File: config.mk
export PLATFORM = sky130hd
export DESIGN_NAME = breakpoint_ctrl_flat
export DESIGN_NICKNAME = d
export VERILOG_FILES = /design/src/rtl/breakpoint_ctrl_pkg.sv /design/src/rtl/breakpoint_ctrl_if.sv /design/src/rtl/breakpoint_ctrl_btn_debounce.sv /design/src/rtl/breakpoint_ctrl.sv /design/src/flat_wrapper.sv
export SDC_FILE = /design/constraint.sdc
export NUM_CORES = 1
export LEC_CHECK = 0
export ABC_AREA = 1
export CAP_MARGIN = 20
export CELL_PAD_IN_SITES_DETAIL_PLACEMENT = 0
export CELL_PAD_IN_SITES_GLOBAL_PLACEMENT = 1
export CORE_UTILIZATION = 39
export CTS_BUF_LIST = sky130_fd_sc_hd__clkbuf_4 sky130_fd_sc_hd__clkbuf_8 sky130_fd_sc_hd__clkbuf_16
export CTS_CLUSTER_SIZE = 30
export DETAILED_ROUTE_END_ITERATION = 12
export PLACE_DENSITY = 0.95
export RECOVER_POWER = 25
export SLEW_MARGIN = 0
export SYNTH_ARGS = -nofsm -noshare
export SYNTH_HDL_FRONTEND = slang
export SYNTH_SLANG_ARGS = --single-unit
File: constraint.sdc
create_clock -name clk -period 5.7 [get_ports clk]
set_input_delay 1.14 -clock clk [delete_from_list [all_inputs] [get_ports clk]]
set_output_delay 1.14 -clock clk [all_outputs]
set_load 0.02 [all_outputs]
File: src/rtl/breakpoint_ctrl_pkg.sv
// Shared definitions for the breakpoint controller: state encoding, debug view
// and the fetch-side constants used by hit detection.
package breakpoint_ctrl_pkg;

  typedef enum logic {
    RUN  = 1'b0,
    HALT = 1'b1
  } bp_state_t;

  typedef struct packed {
    bp_state_t   state;
    logic        pending;
    logic        mask_valid;
    logic        step_track;
    logic [31:0] held_instr;
  } bp_dbg_t;

  localparam int unsigned DEBOUNCE_CYCLES_DEFAULT = 1000000;
  localparam int          CNT_W_DEFAULT           = 20;
  localparam logic [31:0] BUBBLE_PC               = 32'h0;
  localparam logic [31:0] INSTR_BYTES             = 32'd4;
  localparam logic [31:0] WORD_MASK               = 32'hFFFF_FFFC;

  // IF/ID carries PC+4; recover the instruction's own address (wraps at 0).
  function automatic logic [31:0] instr_addr(input logic [31:0] pc_next);
    return pc_next - INSTR_BYTES;
  endfunction

endpackage

File: src/rtl/breakpoint_ctrl_if.sv
// Breakpoint handshake between the fetch stage (master) and the debug
// controller (slave), plus the IF/ID contents the controller watches.
interface breakpoint_ctrl_if;
  import breakpoint_ctrl_pkg::*;

  logic [31:0] if_id_pc_next;
  logic [31:0] if_id_instruction;
  logic        stall;
  logic        stall_breakpoint;
  logic        continue_en;

  // stall_breakpoint high freezes fetch (combinational, same cycle as the hit);
  // continue_en is a one-cycle release pulse, only ever issued while stall is low.
  modport master (
    output if_id_pc_next,
    output if_id_instruction,
    output stall,
    input  stall_breakpoint,
    input  continue_en
  );

  modport slave (
    input  if_id_pc_next,
    input  if_id_instruction,
    input  stall,
    output stall_breakpoint,
    output continue_en
  );

endinterface

File: src/rtl/breakpoint_ctrl_btn_debounce.sv
// Board button conditioner: 2-flop synchroniser, stability counter and a
// single-cycle pulse on each accepted rising edge.
module btn_debounce
  import breakpoint_ctrl_pkg::*;
#(
  parameter int unsigned DEBOUNCE_CYCLES = DEBOUNCE_CYCLES_DEFAULT,
  parameter int          CNT_W           = CNT_W_DEFAULT
) (
  input  logic clk,
  input  logic rst_n,
  input  logic btn_raw,
  output logic press
);

  localparam logic [CNT_W-1:0] CNT_LAST = CNT_W'(DEBOUNCE_CYCLES - 1);

  logic             sync_0;
  logic             sync_1;
  logic             level;
  logic [CNT_W-1:0] cnt;

  // Counting only while the synchronised level differs from the accepted one
  // means any bounce back to the accepted level restarts the count at 0.
  always_ff @(posedge clk or negedge rst_n) begin
    if (!rst_n) begin
      sync_0 <= 1'b0;
      sync_1 <= 1'b0;
      level  <= 1'b0;
      cnt    <= '0;
      press  <= 1'b0;
    end else begin
      sync_0 <= btn_raw;
      sync_1 <= sync_0;
      press  <= 1'b0;
      if (sync_1 == level) begin
        cnt <= '0;
      end else if (cnt == CNT_LAST) begin
        cnt   <= '0;
        level <= sync_1;
        press <= sync_1;
      end else begin
        cnt <= cnt + CNT_W'(1);
      end
    end
  end

endmodule

File: src/rtl/breakpoint_ctrl.sv
// Debug controller: freezes fetch on a breakpoint hit or manual halt and
// releases it one instruction at a time or fully on a debounced button.
module breakpoint_ctrl
  import breakpoint_ctrl_pkg::*;
#(
  parameter int unsigned DEBOUNCE_CYCLES = DEBOUNCE_CYCLES_DEFAULT,
  parameter int          CNT_W           = CNT_W_DEFAULT
) (
  input  logic                clk,
  input  logic                rst_n,
  breakpoint_ctrl_if.slave    fetch,
  input  logic                bp_enable,
  input  logic [31:0]         bp_addr,
  input  logic                step_mode,
  input  logic                halt_req,
  input  logic                btn_continue,
  output logic                halted,
  output logic [31:0]         halt_pc,
  output logic [7:0]          hit_count,
  output bp_dbg_t             dbg
);

  bp_state_t   state;
  bp_state_t   state_next;
  logic        press;
  logic        pending;
  logic        mask_valid;
  logic        step_track;
  logic [31:0] mask_pc;
  logic [31:0] held_instr;
  logic        valid;
  logic [31:0] addr;
  logic        addr_match;
  logic        hit;
  logic        halt_event;
  logic        stall_bp;
  logic        release_now;

  btn_debounce #(
    .DEBOUNCE_CYCLES(DEBOUNCE_CYCLES),
    .CNT_W          (CNT_W)
  ) u_btn_debounce (
    .clk    (clk),
    .rst_n  (rst_n),
    .btn_raw(btn_continue),
    .press  (press)
  );

  assign valid      = (fetch.if_id_pc_next != BUBBLE_PC);
  assign addr       = instr_addr(fetch.if_id_pc_next);
  assign addr_match = (((addr ^ bp_addr) & WORD_MASK) == 32'h0);
  // The mask stops the instruction we just resumed from re-hitting while it
  // is still held in IF/ID (e.g. behind a hazard stall).
  assign hit        = bp_enable & valid & addr_match & ~(mask_valid & (addr == mask_pc));

  always_ff @(posedge clk or negedge rst_n) begin
    if (!rst_n) state <= RUN;
    else        state <= state_next;
  end

  always_comb begin
    state_next  = state;
    stall_bp    = 1'b0;
    release_now = 1'b0;
    halt_event  = 1'b0;
    case (state)
      RUN: begin
        if (hit | halt_req) begin
          stall_bp   = 1'b1;
          halt_event = 1'b1;
          state_next = HALT;
        end
      end
      HALT: begin
        stall_bp = 1'b1;
        if (pending & ~fetch.stall) begin
          release_now = 1'b1;
          if (~step_mode & ~halt_req) state_next = RUN;
        end
      end
      default: state_next = RUN;
    endcase
  end

  assign fetch.stall_breakpoint = stall_bp;
  assign fetch.continue_en      = release_now;
  assign halted                 = (state == HALT);

  always_ff @(posedge clk or negedge rst_n) begin
    if (!rst_n) begin
      pending    <= 1'b0;
      mask_valid <= 1'b0;
      mask_pc    <= 32'h0;
      step_track <= 1'b0;
      halt_pc    <= 32'h0;
      held_instr <= 32'h0;
      hit_count  <= 8'h0;
    end else begin
      if (state == HALT) begin
        if (release_now)  pending <= 1'b0;
        else if (press)   pending <= 1'b1;
      end else begin
        pending <= 1'b0;
      end

      if (halt_event) begin
        mask_pc    <= addr;
        mask_valid <= 1'b1;
      end else if (mask_valid && (!valid || addr != mask_pc)) begin
        mask_valid <= 1'b0;
      end

      // After a single-step release, track the next real instruction that
      // lands in IF/ID; bubbles are skipped.
      if (halt_event) begin
        halt_pc    <= addr;
        held_instr <= fetch.if_id_instruction;
        if (hit && hit_count != 8'hFF) hit_count <= hit_count + 8'd1;
      end else if (release_now && state_next == HALT) begin
        step_track <= 1'b1;
      end else if (state != HALT) begin
        step_track <= 1'b0;
      end else if (step_track && valid) begin
        step_track <= 1'b0;
        halt_pc    <= addr;
        held_instr <= fetch.if_id_instruction;
      end
    end
  end

  assign dbg = '{state: state, pending: pending, mask_valid: mask_valid,
                 step_track: step_track, held_instr: held_instr};

endmodule

File: src/flat_wrapper.sv
// flat-port wrapper written by rule: the top's interface ports become plain ports
module breakpoint_ctrl_flat import breakpoint_ctrl_pkg::*;
#(
  parameter int unsigned DEBOUNCE_CYCLES = DEBOUNCE_CYCLES_DEFAULT,
  parameter int          CNT_W           = CNT_W_DEFAULT
)
  (clk, rst_n, bp_enable, bp_addr, step_mode, halt_req, btn_continue, halted, halt_pc, hit_count, dbg, fetch_if_id_pc_next, fetch_if_id_instruction, fetch_stall, fetch_stall_breakpoint, fetch_continue_en);
  breakpoint_ctrl_if fetch_i ();
  input  logic clk;
  input  logic rst_n;
  input  logic bp_enable;
  input  logic [31:0] bp_addr;
  input  logic step_mode;
  input  logic halt_req;
  input  logic btn_continue;
  output logic halted;
  output logic [31:0] halt_pc;
  output logic [7:0] hit_count;
  output bp_dbg_t dbg;
  input wire logic [$bits(fetch_i.if_id_pc_next)-1:0] fetch_if_id_pc_next;
  input wire logic [$bits(fetch_i.if_id_instruction)-1:0] fetch_if_id_instruction;
  input wire logic [$bits(fetch_i.stall)-1:0] fetch_stall;
  output wire logic [$bits(fetch_i.stall_breakpoint)-1:0] fetch_stall_breakpoint;
  output wire logic [$bits(fetch_i.continue_en)-1:0] fetch_continue_en;
  assign fetch_i.if_id_pc_next = fetch_if_id_pc_next;
  assign fetch_i.if_id_instruction = fetch_if_id_instruction;
  assign fetch_i.stall = fetch_stall;
  assign fetch_stall_breakpoint = fetch_i.stall_breakpoint;
  assign fetch_continue_en = fetch_i.continue_en;
  breakpoint_ctrl #(.DEBOUNCE_CYCLES(DEBOUNCE_CYCLES), .CNT_W(CNT_W)) u_core (.clk(clk), .rst_n(rst_n), .fetch(fetch_i), .bp_enable(bp_enable), .bp_addr(bp_addr), .step_mode(step_mode), .halt_req(halt_req), .btn_continue(btn_continue), .halted(halted), .halt_pc(halt_pc), .hit_count(hit_count), .dbg(dbg));
endmodule
==> results of run 1 <==
[worst register-to-register path, delay by kind of cell (launching register included)]
family	cells	cell delay [ns]
simple gates	17	1.75
flops	1	0.39
buf+inv	2	0.60
[what timing repair did]
action	4_1_cts	5_1_grt
gates resized for setup	0	3
hold buffers	0	0
setup endpoints to repair	0	1
setup buffers	0	0
[cell type report]
| class | count | area share |
|---|---|---|
| multi-input combinational | 902 | 0.384 |
| sequential | 132 | 0.306 |
| timing repair buffer | 188 | 0.174 |
| inverter | 148 | 0.0514 |
| clock buffer | 19 | 0.0419 |
| tap | 270 | 0.0313 |
| clock inverter | 13 | 0.0116 |
[final timing paths]
check	cells past startpoint	end	slack [ns]	from
hold / removal	0	u_core.u_btn_debounce.sync_1$_DFF_PN0_	0.36	u_core.u_btn_debounce.sync_0$_DFF_PN0_
setup / recovery	18	fetch_stall_breakpoint	0.58	fetch_if_id_pc_next[3]
max in group asynchronous	2	u_core.halt_pc[2]$_DFFE_PN0P_	2.64	rst_n
setup reg to reg	19	u_core.held_instr[0]$_DFFE_PN0P_	2.90	u_core.mask_pc[2]$_DFFE_PN0P_
min in group asynchronous	1	u_core.halt_pc[19]$_DFFE_PN0P_	1.46	rst_n
hold reg to reg	0	u_core.u_btn_debounce.sync_1$_DFF_PN0_	0.36	u_core.u_btn_debounce.sync_0$_DFF_PN0_
[state kept, by name, indices dropped and copies added, names as in the netlist]
name                          count
u_core.mask_valid                 1
u_core.u_btn_debounce.level       1
u_core.hit_count                  8
u_core.mask_pc                   32
u_core.u_btn_debounce.cnt        20
u_core.step_track                 1
u_core.held_instr                32
u_core.halted                     1
u_core.halt_pc                   32
u_core.u_btn_debounce.sync_0      1
u_core.u_btn_debounce.sync_1      1
u_core.u_btn_debounce.press       1
u_core.pending                    1
[power groups by stage]
| stage | combinational (mW) | clock, mW | sequential [mW] |
|---|---|---|---|
| 6_report | 1.61 | 1.06 | 1.45 |
| 2_1_floorplan | 0.662 | 0 | 1.70 |
| 3_3_place_gp | 1.59 | 0 | 1.45 |
| 4_1_cts | 1.63 | 1.08 | 1.45 |
| 3_5_place_dp | 1.62 | 0 | 1.46 |
| 5_1_grt | 1.78 | 1.12 | 1.50 |
[stage by stage]
stage	cell area (sq um)	power [mW]
after detailed placement	10200	3.08
after global routing	10800	4.39
final	10800	4.12
after global placement	10200	3.05
after floorplan	8200	2.36
after CTS	10800	4.16
[kinds of logic (layout without fill, tap and decap cells)]
group                      after synthesis  after routing  synth area share
xor gates and xnor gates                10             10            0.0107
DFF                                    132            132             0.403
adders and majority gates                3              3           0.00458
buffers and inverters                  177            368            0.0935
AOI/OAI and AO/OA                      110            110            0.0754
and+or+nand+nor                        779            779             0.413
[synthesized netlist by cell type, types with 3 or more instances]
master | n | share of area
nand2_2 | 13 | 0.0099
xor2_1 | 7 | 0.0075
and3_1 | 5 | 0.0038
a21oi_1 | 20 | 0.012
nand3b_1 | 13 | 0.012
dfrtp_1 | 132 | 0.40
clkbuf_1 | 7 | 0.0032
buf_2 | 7 | 0.0043
xnor2_1 | 3 | 0.0032
nor2_2 | 5 | 0.0038
inv_1 | 144 | 0.066
o21a_1 | 3 | 0.0027
buf_6 | 8 | 0.011
inv_2 | 3 | 0.0014
nand4_1 | 18 | 0.014
nand3_1 | 131 | 0.080
o21ai_1 | 18 | 0.011
nor3_1 | 12 | 0.0073
nor2_4 | 5 | 0.0069
nand2_1 | 435 | 0.20
ha_1 | 3 | 0.0046
o21ai_0 | 52 | 0.032
o21ai_2 | 15 | 0.016
buf_4 | 6 | 0.0055
nor2_1 | 130 | 0.060
[routing by layer]
layer,vias to the layer above,GRT usage,part of all wire
met3,33,0.0416,0.056
met4,0,0.0753,0.022
met5,-,0,0
met2,245,0.386,0.48
met1,3768,0.303,0.44
li1,4182,-,-
==> metrics, run 1 <==
Worst slew margin=-0.650; FF/Latch Area=3300 sq um; CP Capture Type=output port; Cell Chain, Critical Path=clkdlybuf4s50_1, inv_1, ha_2, nor2_1, nor2_1, nand3_1, nor2_1, o21ai_0, nor2_1, nand3_1, nor2_1, nand2_1, nor2_1, nand2_1, nor2_2, nand2_1, nand3_4, dlymetal6s2s_1; fin crit period=5.12 ns; Die ar.=21,600 sq um; failing checks=max-capacitance violations, max-slew violations; deepest level of the CTS H-tree=4; count of final hold-check violations=0; share of cells above drive strength 1=0.0663; worst-skew pair later-pin latency=0.42 ns; TNS Setup=0 ns; switching power=1.53 mW; Crit Path Category=input port to output port; clock tree buffer depth=2; DR WL/cell=14.5 um; async set or reset register ratio after synthesis=1.00; post-layout util=0.529; switching share of power=0.371; MaxCap Viol Count=1; NumNets Final=1,495; most common cell after layout, fill and taps aside=nand2_1; remaining antenna violation count=0; unrepaired setup endpoints after global routing=false; Ys Warns=0; Worst Path Max Fanout=6; TritonCTS Buffers=17; f_max=195 MHz; Power Internal=2.59 mW; post-synthesis sequential area ratio=0.403; post-synthesis cell type count=38; register clock-pin slew on the reported worst setup and hold paths=0.06 ns; Tightest Pin Transition=2.47 ns; CP top delay family=simple AND/OR/NAND/NOR gates; first-pass GRT wire length=39,100 um; Critical Path Source Type=input port; Syn Nets=1,317; number of global-route vias before repair=7,545; pre-CTS setup slack=0.164 ns; fraction of power consumed by sequential logic=0.352; FP Rows=52; total track usage=0.231; largest net degree at the start of global routing=100; Setup Viol. Count Final=0; drt drc=0; CTS tree=built; DR iter-0 viols=517; layout filler cell count=2,035; Crit-path slowest cell=clkdlybuf4s50_1; Max stage delay on crit path=0.55 ns; Main synth FF type=dfrtp_1; routability-driven placement congestion ratio=0.952; most frequent cells in the layout=435 x nand2_1, 175 x clkdlybuf4s50_1, 144 x inv_1, 132 x dfrtp_1, 131 x nand3_1; P per Cell Area=382 nW/um^2; PnR worst setup slack=0.583 ns; DRT Wirelength=24,200 um; period utilisation layout=0.898; Worst Hold Class=flop to flop; total core area=20,400 sq um; Mapped Cells=1,211; Mapped Area=8200 sq um; Vias/cell=4.92; clock share of power=0.257; crit-path most repeated cell=nor2_1; Seq cells post-synth=132; Initial Util=0.401; WP data arrival=3.98 ns; DPL Wire Length=18,900 um; worst clock skew=0.0162 ns; Die Ht=147 um; DR pass1 iterations=5; Crit path buffers/inverters=3; Buffers on Ports=179; diode count=0; IO Count=182; P_leak=5.36 nW; total number of vias=8,228; final hold slack=0.364 ns; Synth-to-Final Area Change=31.8%; Clock Sinks=132; Post-synth EDFFs=0; critical path required time=4.56 ns; mean area per synthesized cell=6.77 sq um; initial antenna violation count=0; VDD IR max=0.236 mV; Comb power frac=0.391; Cell Count, Final, Fillers Out=1,672; max-slew violations=100; clock root cell=clkbuf_16; outcome=finished with violations; multi-input logic area=4150 sq um; placed cell count=1,640; Die Wd=147 um; grt ovf=0
No activity file was read; power rests on OpenSTA's default activity.
==> run 2, diff against run 1 <==
--- a/config.mk
+++ b/config.mk
@@ -6,14 +6,15 @@
 export NUM_CORES = 1
 export LEC_CHECK = 0
 export ABC_AREA = 1
+export ABC_CLOCK_PERIOD_IN_PS = 5700
 export CAP_MARGIN = 20
-export CELL_PAD_IN_SITES_DETAIL_PLACEMENT = 0
-export CELL_PAD_IN_SITES_GLOBAL_PLACEMENT = 1
-export CORE_UTILIZATION = 39
+export CELL_PAD_IN_SITES_DETAIL_PLACEMENT = 2
+export CELL_PAD_IN_SITES_GLOBAL_PLACEMENT = 2
+export CORE_UTILIZATION = 23
 export CTS_BUF_LIST = sky130_fd_sc_hd__clkbuf_4 sky130_fd_sc_hd__clkbuf_8 sky130_fd_sc_hd__clkbuf_16
 export CTS_CLUSTER_SIZE = 30
 export DETAILED_ROUTE_END_ITERATION = 12
-export PLACE_DENSITY = 0.95
+export PLACE_DENSITY = 0.78
 export RECOVER_POWER = 25
 export SLEW_MARGIN = 0
 export SYNTH_ARGS = -nofsm -noshare
==> run 2 against run 1 <==
  * Largest power group unchanged
  * Combinational power grew 6%
  * The flow still finishes with violations (max-capacitance violations, max-slew violations)
  * Wire length grew 38%
  * Clock skew is 0.0036 ns lower
  * Sequential power about the same
  * Hold slack is essentially flat
  * Utilization shrank 21 points
  * First-iteration DRC count is 47% lower
==> metrics, run 2 (synthesis gave the netlist of run 1 again) <==
outcome=finished with violations; failing checks=max-capacitance violations, max-slew violations; total number of vias=8,647 (+5.1%); P per Cell Area=389 nW/um^2 (+2.1%); DR WL/cell=17.9 um (+24%); CP Capture Type=output port; critical path required time=4.56 ns (about the same); worst clock skew=0.0126 ns (-0.00359 ns); layout filler cell count=4,150 (+100%); DPL Wire Length=27,000 um (+43%); drt drc=0 (unchanged); P_leak=5.42 nW (+1.1%); MaxCap Viol Count=1 (unchanged); count of final hold-check violations=0 (unchanged); Setup Viol. Count Final=0 (unchanged); initial antenna violation count=0 (unchanged); worst-skew pair later-pin latency=0.43 ns (about the same); Crit-path slowest cell=clkdlybuf4s50_1; TNS Setup=0 ns (unchanged); CP top delay family=simple AND/OR/NAND/NOR gates; Synth-to-Final Area Change=36.2%; final hold slack=0.364 ns (-0.000238 ns); Cell Chain, Critical Path=clkdlybuf4s50_1, nor2_4, buf_4, nand3_1, nand2_1, nand2_1, nand2_1, nand2_1, nor2_1, nand2_1, nor2_1, nand2_1, nor2_1, nand3_1, nand2_1, nand3_4, dlymetal6s2s_1; Max stage delay on crit path=0.58 ns (+0.03 ns); Buffers on Ports=179 (unchanged); DR pass1 iterations=4 (-1); grt ovf=0 (unchanged); largest net degree at the start of global routing=94 (-6.0%); Die Wd=191 um (+30%); Crit path buffers/inverters=3 (unchanged); clock tree buffer depth=2 (unchanged); FP Rows=68 (+31%); routability-driven placement congestion ratio=0.869 (-8.7%); clock root cell=clkbuf_16; Worst slew margin=-0.681 (-0.0312); Initial Util=0.236 (-0.166); Vias/cell=4.63 (-5.9%); DRT Wirelength=33,400 um (+38%); post-layout util=0.321 (-0.208); deepest level of the CTS H-tree=4 (unchanged); most frequent cells in the layout=434 x nand2_1, 175 x clkdlybuf4s50_1, 144 x inv_1, 132 x dfrtp_1, 131 x nand3_1; Critical Path Source Type=input port; IO Count=182 (unchanged); Die Ht=191 um (+30%); register clock-pin slew on the reported worst setup and hold paths=0.06 ns (about the same); total core area=34,800 sq um (+70%); Clock Sinks=132 (unchanged); crit-path most repeated cell=nand2_1; Die ar.=36,400 sq um (+68%); period utilisation layout=0.905 (+0.00728); f_max=194 MHz (-0.80%); fin crit period=5.16 ns (+0.0415 ns); most common cell after layout, fill and taps aside=nand2_1; VDD IR max=0.212 mV (-10%); Worst Path Max Fanout=6 (unchanged); diode count=0 (unchanged); total track usage=0.189 (-0.0416); Crit Path Category=input port to output port; TritonCTS Buffers=17 (unchanged); Power, Total=4.35 mW (+5.5%); max-slew violations=94 (-6.0%); WP data arrival=4.02 ns (+0.04 ns); CTS tree=built; DR iter-0 viols=275 (-47%); Worst Hold Class=flop to flop; Regs by FF count=u_core.halt_pc: 32 flops, u_core.held_instr: 32 flops, u_core.mask_pc: 32 flops; NumNets Final=1,506 (+0.74%); remaining antenna violation count=0 (unchanged); Tightest Pin Transition=2.52 ns (+0.0469 ns); unrepaired setup endpoints after global routing=false; first-pass GRT wire length=52,600 um (+35%); share of cells above drive strength 1=0.0793 (+0.0129); number of global-route vias before repair=9,545 (+27%)
-- run 2: what timing repair did --
item,CTS,global route
endpoints found under the setup margin,0,1
resized for setup,0,11
buffers inserted,0,1
hold buffers,0,0
-- run 2: layer usage --
| layer | track usage | share of wire | vias to the layer above |
|---|---|---|---|
| met5 | 0 | 0 | - |
| met4 | 0.0674 | 0.032 | 0 |
| met1 | 0.226 | 0.44 | 4280 |
| li1 | - | - | 4189 |
| met3 | 0.0326 | 0.027 | 51 |
| met2 | 0.337 | 0.51 | 127 |
-- run 2: worst register-to-register path, stage by stage, from the launching register on --
cell	delay, ns
dfrtp_1	0.43
a21boi_0	0.23
nand3_1	0.15
nor2_1	0.21
nand2_1	0.08
nor2_1	0.11
nand2_1	0.08
nor2_1	0.12
nand2_1	0.11
nor2_1	0.20
nand3_1	0.15
nand2_1	0.14
nand3_4	0.10
buf_4	0.28
nand2_4	0.27
buf_4	0.30
nand2_1	0.08
o21ai_0	0.10
-- run 2: area by class of cell --
type	count	area (sq um)	area share
Clock buffer	19	447	0.0400
Clock inverter	13	174	0.0156
Inverter	148	556	0.0497
Multi-Input combinational cell	902	4170	0.373
Sequential cell	132	3300	0.296
Tap cell	455	569	0.0510
Timing Repair Buffer	199	1950	0.175
-- run 2: through the flow --
| stage | setup WS (ns) | area (sq um) | instances |
|---|---|---|---|
| finish | 0.542 | 11200 | 1868 |
| CTS | 0.00276 | 11100 | 1867 |
| floorplan | 1.52 | 8200 | 1211 |
| global placement | 0.0581 | 10500 | 1835 |
| detailed placement | 0.0125 | 10500 | 1835 |
| global route | 0.303 | 11200 | 1868 |
-- run 2: power breakdown --
part / leakage (nW) / switching (mW) / internal [mW]
clock: 0.295 / 0.465 / 0.712
combinational: 3.46 / 0.983 / 0.725
sequential: 1.67 / 0.214 / 1.25
total: 5.42 / 1.66 / 2.69
-- run 2: path summary, 6_finish.rpt --
kind / slack, ns / from / endpoint / depth (start not counted)
max: 0.54 / fetch_if_id_pc_next[4] / fetch_stall_breakpoint / 17
min: 0.36 / u_core.u_btn_debounce.sync_0$_DFF_PN0_ / u_core.u_btn_debounce.sync_1$_DFF_PN0_ / 0
max reg2reg: 2.48 / u_core.mask_valid$_DFFE_PN0P_ / u_core.halt_pc[11]$_DFFE_PN0P_ / 17
min reg2reg: 0.36 / u_core.u_btn_debounce.sync_0$_DFF_PN0_ / u_core.u_btn_debounce.sync_1$_DFF_PN0_ / 0
max in group asynchronous: 2.51 / rst_n / u_core.held_instr[10]$_DFFE_PN0P_ / 2
min in group asynchronous: 1.42 / rst_n / u_core.halt_pc[17]$_DFFE_PN0P_ / 1
==> run 3, diff against run 2 <==
--- a/config.mk
+++ b/config.mk
@@ -10,11 +10,11 @@
 export CAP_MARGIN = 20
 export CELL_PAD_IN_SITES_DETAIL_PLACEMENT = 2
 export CELL_PAD_IN_SITES_GLOBAL_PLACEMENT = 2
-export CORE_UTILIZATION = 23
+export CORE_UTILIZATION = 30
 export CTS_BUF_LIST = sky130_fd_sc_hd__clkbuf_4 sky130_fd_sc_hd__clkbuf_8 sky130_fd_sc_hd__clkbuf_16
 export CTS_CLUSTER_SIZE = 30
 export DETAILED_ROUTE_END_ITERATION = 12
-export PLACE_DENSITY = 0.78
+export PLACE_DENSITY = 0.95
 export RECOVER_POWER = 25
 export SLEW_MARGIN = 0
 export SYNTH_ARGS = -nofsm -noshare
==> run 3 against run 2 <==
  * The flow still finishes with violations (max-capacitance violations, max-slew violations)
  * Combinational power hardly changed
  * Via count is 3.4% higher
  * Final cell count is 6.4% lower
  * Total power is 1.7% lower
  * Sequential share of layout area is 0.61 points higher
  * Critical endpoint unchanged
  * Largest power group unchanged
  * Sequential cell count stayed put
==> metrics, run 3 (synthesis gave the netlist of run 1 again) <==
outcome=finished with violations; failing checks=max-capacitance violations, max-slew violations; initial antenna violation count=0 (unchanged); FF/Latch Area=3300 sq um (unchanged); DR iter-0 viols=378 (+37%); worst-skew pair later-pin latency=0.44 ns (about the same); IO Count=182 (unchanged); Worst slew margin=-1.70 (-1.02); Die ar.=28,000 sq um (-23%); WP data arrival=4.09 ns (+0.07 ns); placed cell area=10,300 sq um (-1.8%); Vias/cell=5.11 (+10%); Worst Hold Class=flop to flop; CP Capture Type=output port; Die Wd=167 um (-12%); total core area=26,900 sq um (-23%); Worst Path Max Fanout=8 (+2); routability-driven placement congestion ratio=0.895 (+2.9%); DR WL/cell=19.6 um (+9.6%); f_max=191 MHz (-1.3%); P per Cell Area=391 nW/um^2 (+0.34%); layout filler cell count=3,190 (-23%); total number of vias=8,945 (+3.4%); VDD IR max=0.181 mV (-15%); DR pass1 iterations=5 (+1); pre-CTS setup slack=-0.00439 ns (-0.0169 ns); Setup Viol. Count Final=0 (unchanged); P_leak=5.37 nW (-1.0%); Initial Util=0.305 (+0.0695); critical path required time=4.56 ns (about the same); Synth-to-Final Area Change=33.4%; number of global-route vias before repair=9,964 (+4.4%); Crit path buffers/inverters=4 (+1); largest net degree at the start of global routing=85 (-9.6%); Clock Sinks=132 (unchanged); Max stage delay on crit path=0.47 ns (-0.11 ns); register clock-pin slew on the reported worst setup and hold paths=0.06 ns (about the same); most common cell after layout, fill and taps aside=nand2_1; CTS tree=built; period utilisation layout=0.917 (+0.0121); count of final hold-check violations=0 (unchanged); MaxCap Viol Count=1 (unchanged); grt ovf=0 (unchanged); Regs by FF count=u_core.halt_pc: 32 flops, u_core.held_instr: 32 flops, u_core.mask_pc: 32 flops; fin crit period=5.23 ns (+0.0691 ns); crit-path most repeated cell=nand2_1; PnR worst setup slack=0.473 ns (-0.0691 ns); placed cell count=1,717 (-6.4%); Buffers on Ports=179 (unchanged); deepest level of the CTS H-tree=4 (unchanged); remaining antenna violation count=0 (unchanged); Critical Path Source Type=input port; first-pass GRT wire length=54,700 um (+3.9%); diode count=0 (unchanged); drt drc=0 (unchanged); Cell Count, Final, Fillers Out=1,749 (-6.4%); Crit Path Category=input port to output port; Crit-path slowest cell=clkdlybuf4s50_1; DPL Wire Length=26,500 um (-1.9%); max-slew violations=85 (-9.6%); Die Ht=167 um (-12%); clock tree buffer depth=2 (unchanged); hold_buf cts=0 (unchanged); unrepaired setup endpoints after global routing=false; clock root cell=clkbuf_16; NumNets Final=1,502 (-0.27%); Final Cell Area=10,900 sq um (-2.0%); Cell Chain, Critical Path=clkdlybuf4s50_1, inv_2, ha_2, nand2_2, inv_1, nand3_1, nand2_1, nand2_1, nand2_1, nand2_1, nor2_1, nand2_1, nor2_1, nand2_1, nor2_2, nand2_1, nand3_4, dlymetal6s2s_1; total track usage=0.253 (+0.0633); Tightest Pin Transition=4.05 ns (+1.53 ns); DRT Wirelength=34,300 um (+2.6%); FP Rows=60 (-12%); most frequent cells in the layout=434 x nand2_1, 176 x clkdlybuf4s50_1, 144 x inv_1, 132 x dfrtp_1, 130 x nand3_1; CP top delay family=simple AND/OR/NAND/NOR gates; multi-input logic area=4170 sq um (about the same); worst clock skew=0.0155 ns (+0.00290 ns); share of cells above drive strength 1=0.0739 (-0.00540); TritonCTS Buffers=17 (unchanged)
-- run 3: layout make-up --
class,count,area share
Multi-Input combinational cell,902,0.381
Clock inverter,12,0.00983
Inverter,148,0.0508
Clock buffer,19,0.0414
Tap cell,341,0.0390
Sequential cell,132,0.302
Timing Repair Buffer,195,0.176
-- run 3: final timing paths --
| path | depth (start not counted) | endpoint | start | slack [ns] |
|---|---|---|---|---|
| min in group asynchronous | 1 | u_core.held_instr[5]$_DFFE_PN0P_ | rst_n | 2.27 |
| hold reg to reg | 0 | u_core.u_btn_debounce.sync_1$_DFF_PN0_ | u_core.u_btn_debounce.sync_0$_DFF_PN0_ | 0.39 |
| setup / recovery | 18 | fetch_stall_breakpoint | fetch_if_id_pc_next[2] | 0.47 |
| setup reg to reg | 16 | u_core.halt_pc[11]$_DFFE_PN0P_ | u_core.mask_valid$_DFFE_PN0P_ | 2.28 |
| hold / removal | 0 | u_core.u_btn_debounce.sync_1$_DFF_PN0_ | u_core.u_btn_debounce.sync_0$_DFF_PN0_ | 0.39 |
| max in group asynchronous | 2 | u_core.hit_count[0]$_DFFE_PN0P_ | rst_n | 1.09 |
-- run 3: routing by layer --
metal / routed length [um] / global-route usage
met1: 14100 / 0.287
met2: 18000 / 0.472
met3: 1060 / 0.0414
met4: 1090 / 0.0937
met5: 0 / 0
-- run 3: repair_timing --
action / CTS / global route
gates resized for setup: 2 / 8
pin swaps: 0 / 1
setup endpoints to repair: 1 / 1
setup buffers: 0 / 1
-- run 3: per-stage QoR --
step,setup TNS [ns],hold slack [ns],power [mW],utilization
finish,0,0.391,4.28,0.407
global route,0,0.407,4.52,0.407
CTS,0,0.402,4.32,0.406
detailed placement,-0.00439,0.374,3.18,0.384
global placement,0,0.369,3.07,0.384
floorplan,0,0.331,2.36,-
-- run 3: power by group --
part | total, mW | internal (mW) | switching (mW)
sequential | 1.47 | 1.25 | 0.223
combinational | 1.71 | 0.711 | 0.999
clock | 1.09 | 0.620 | 0.471
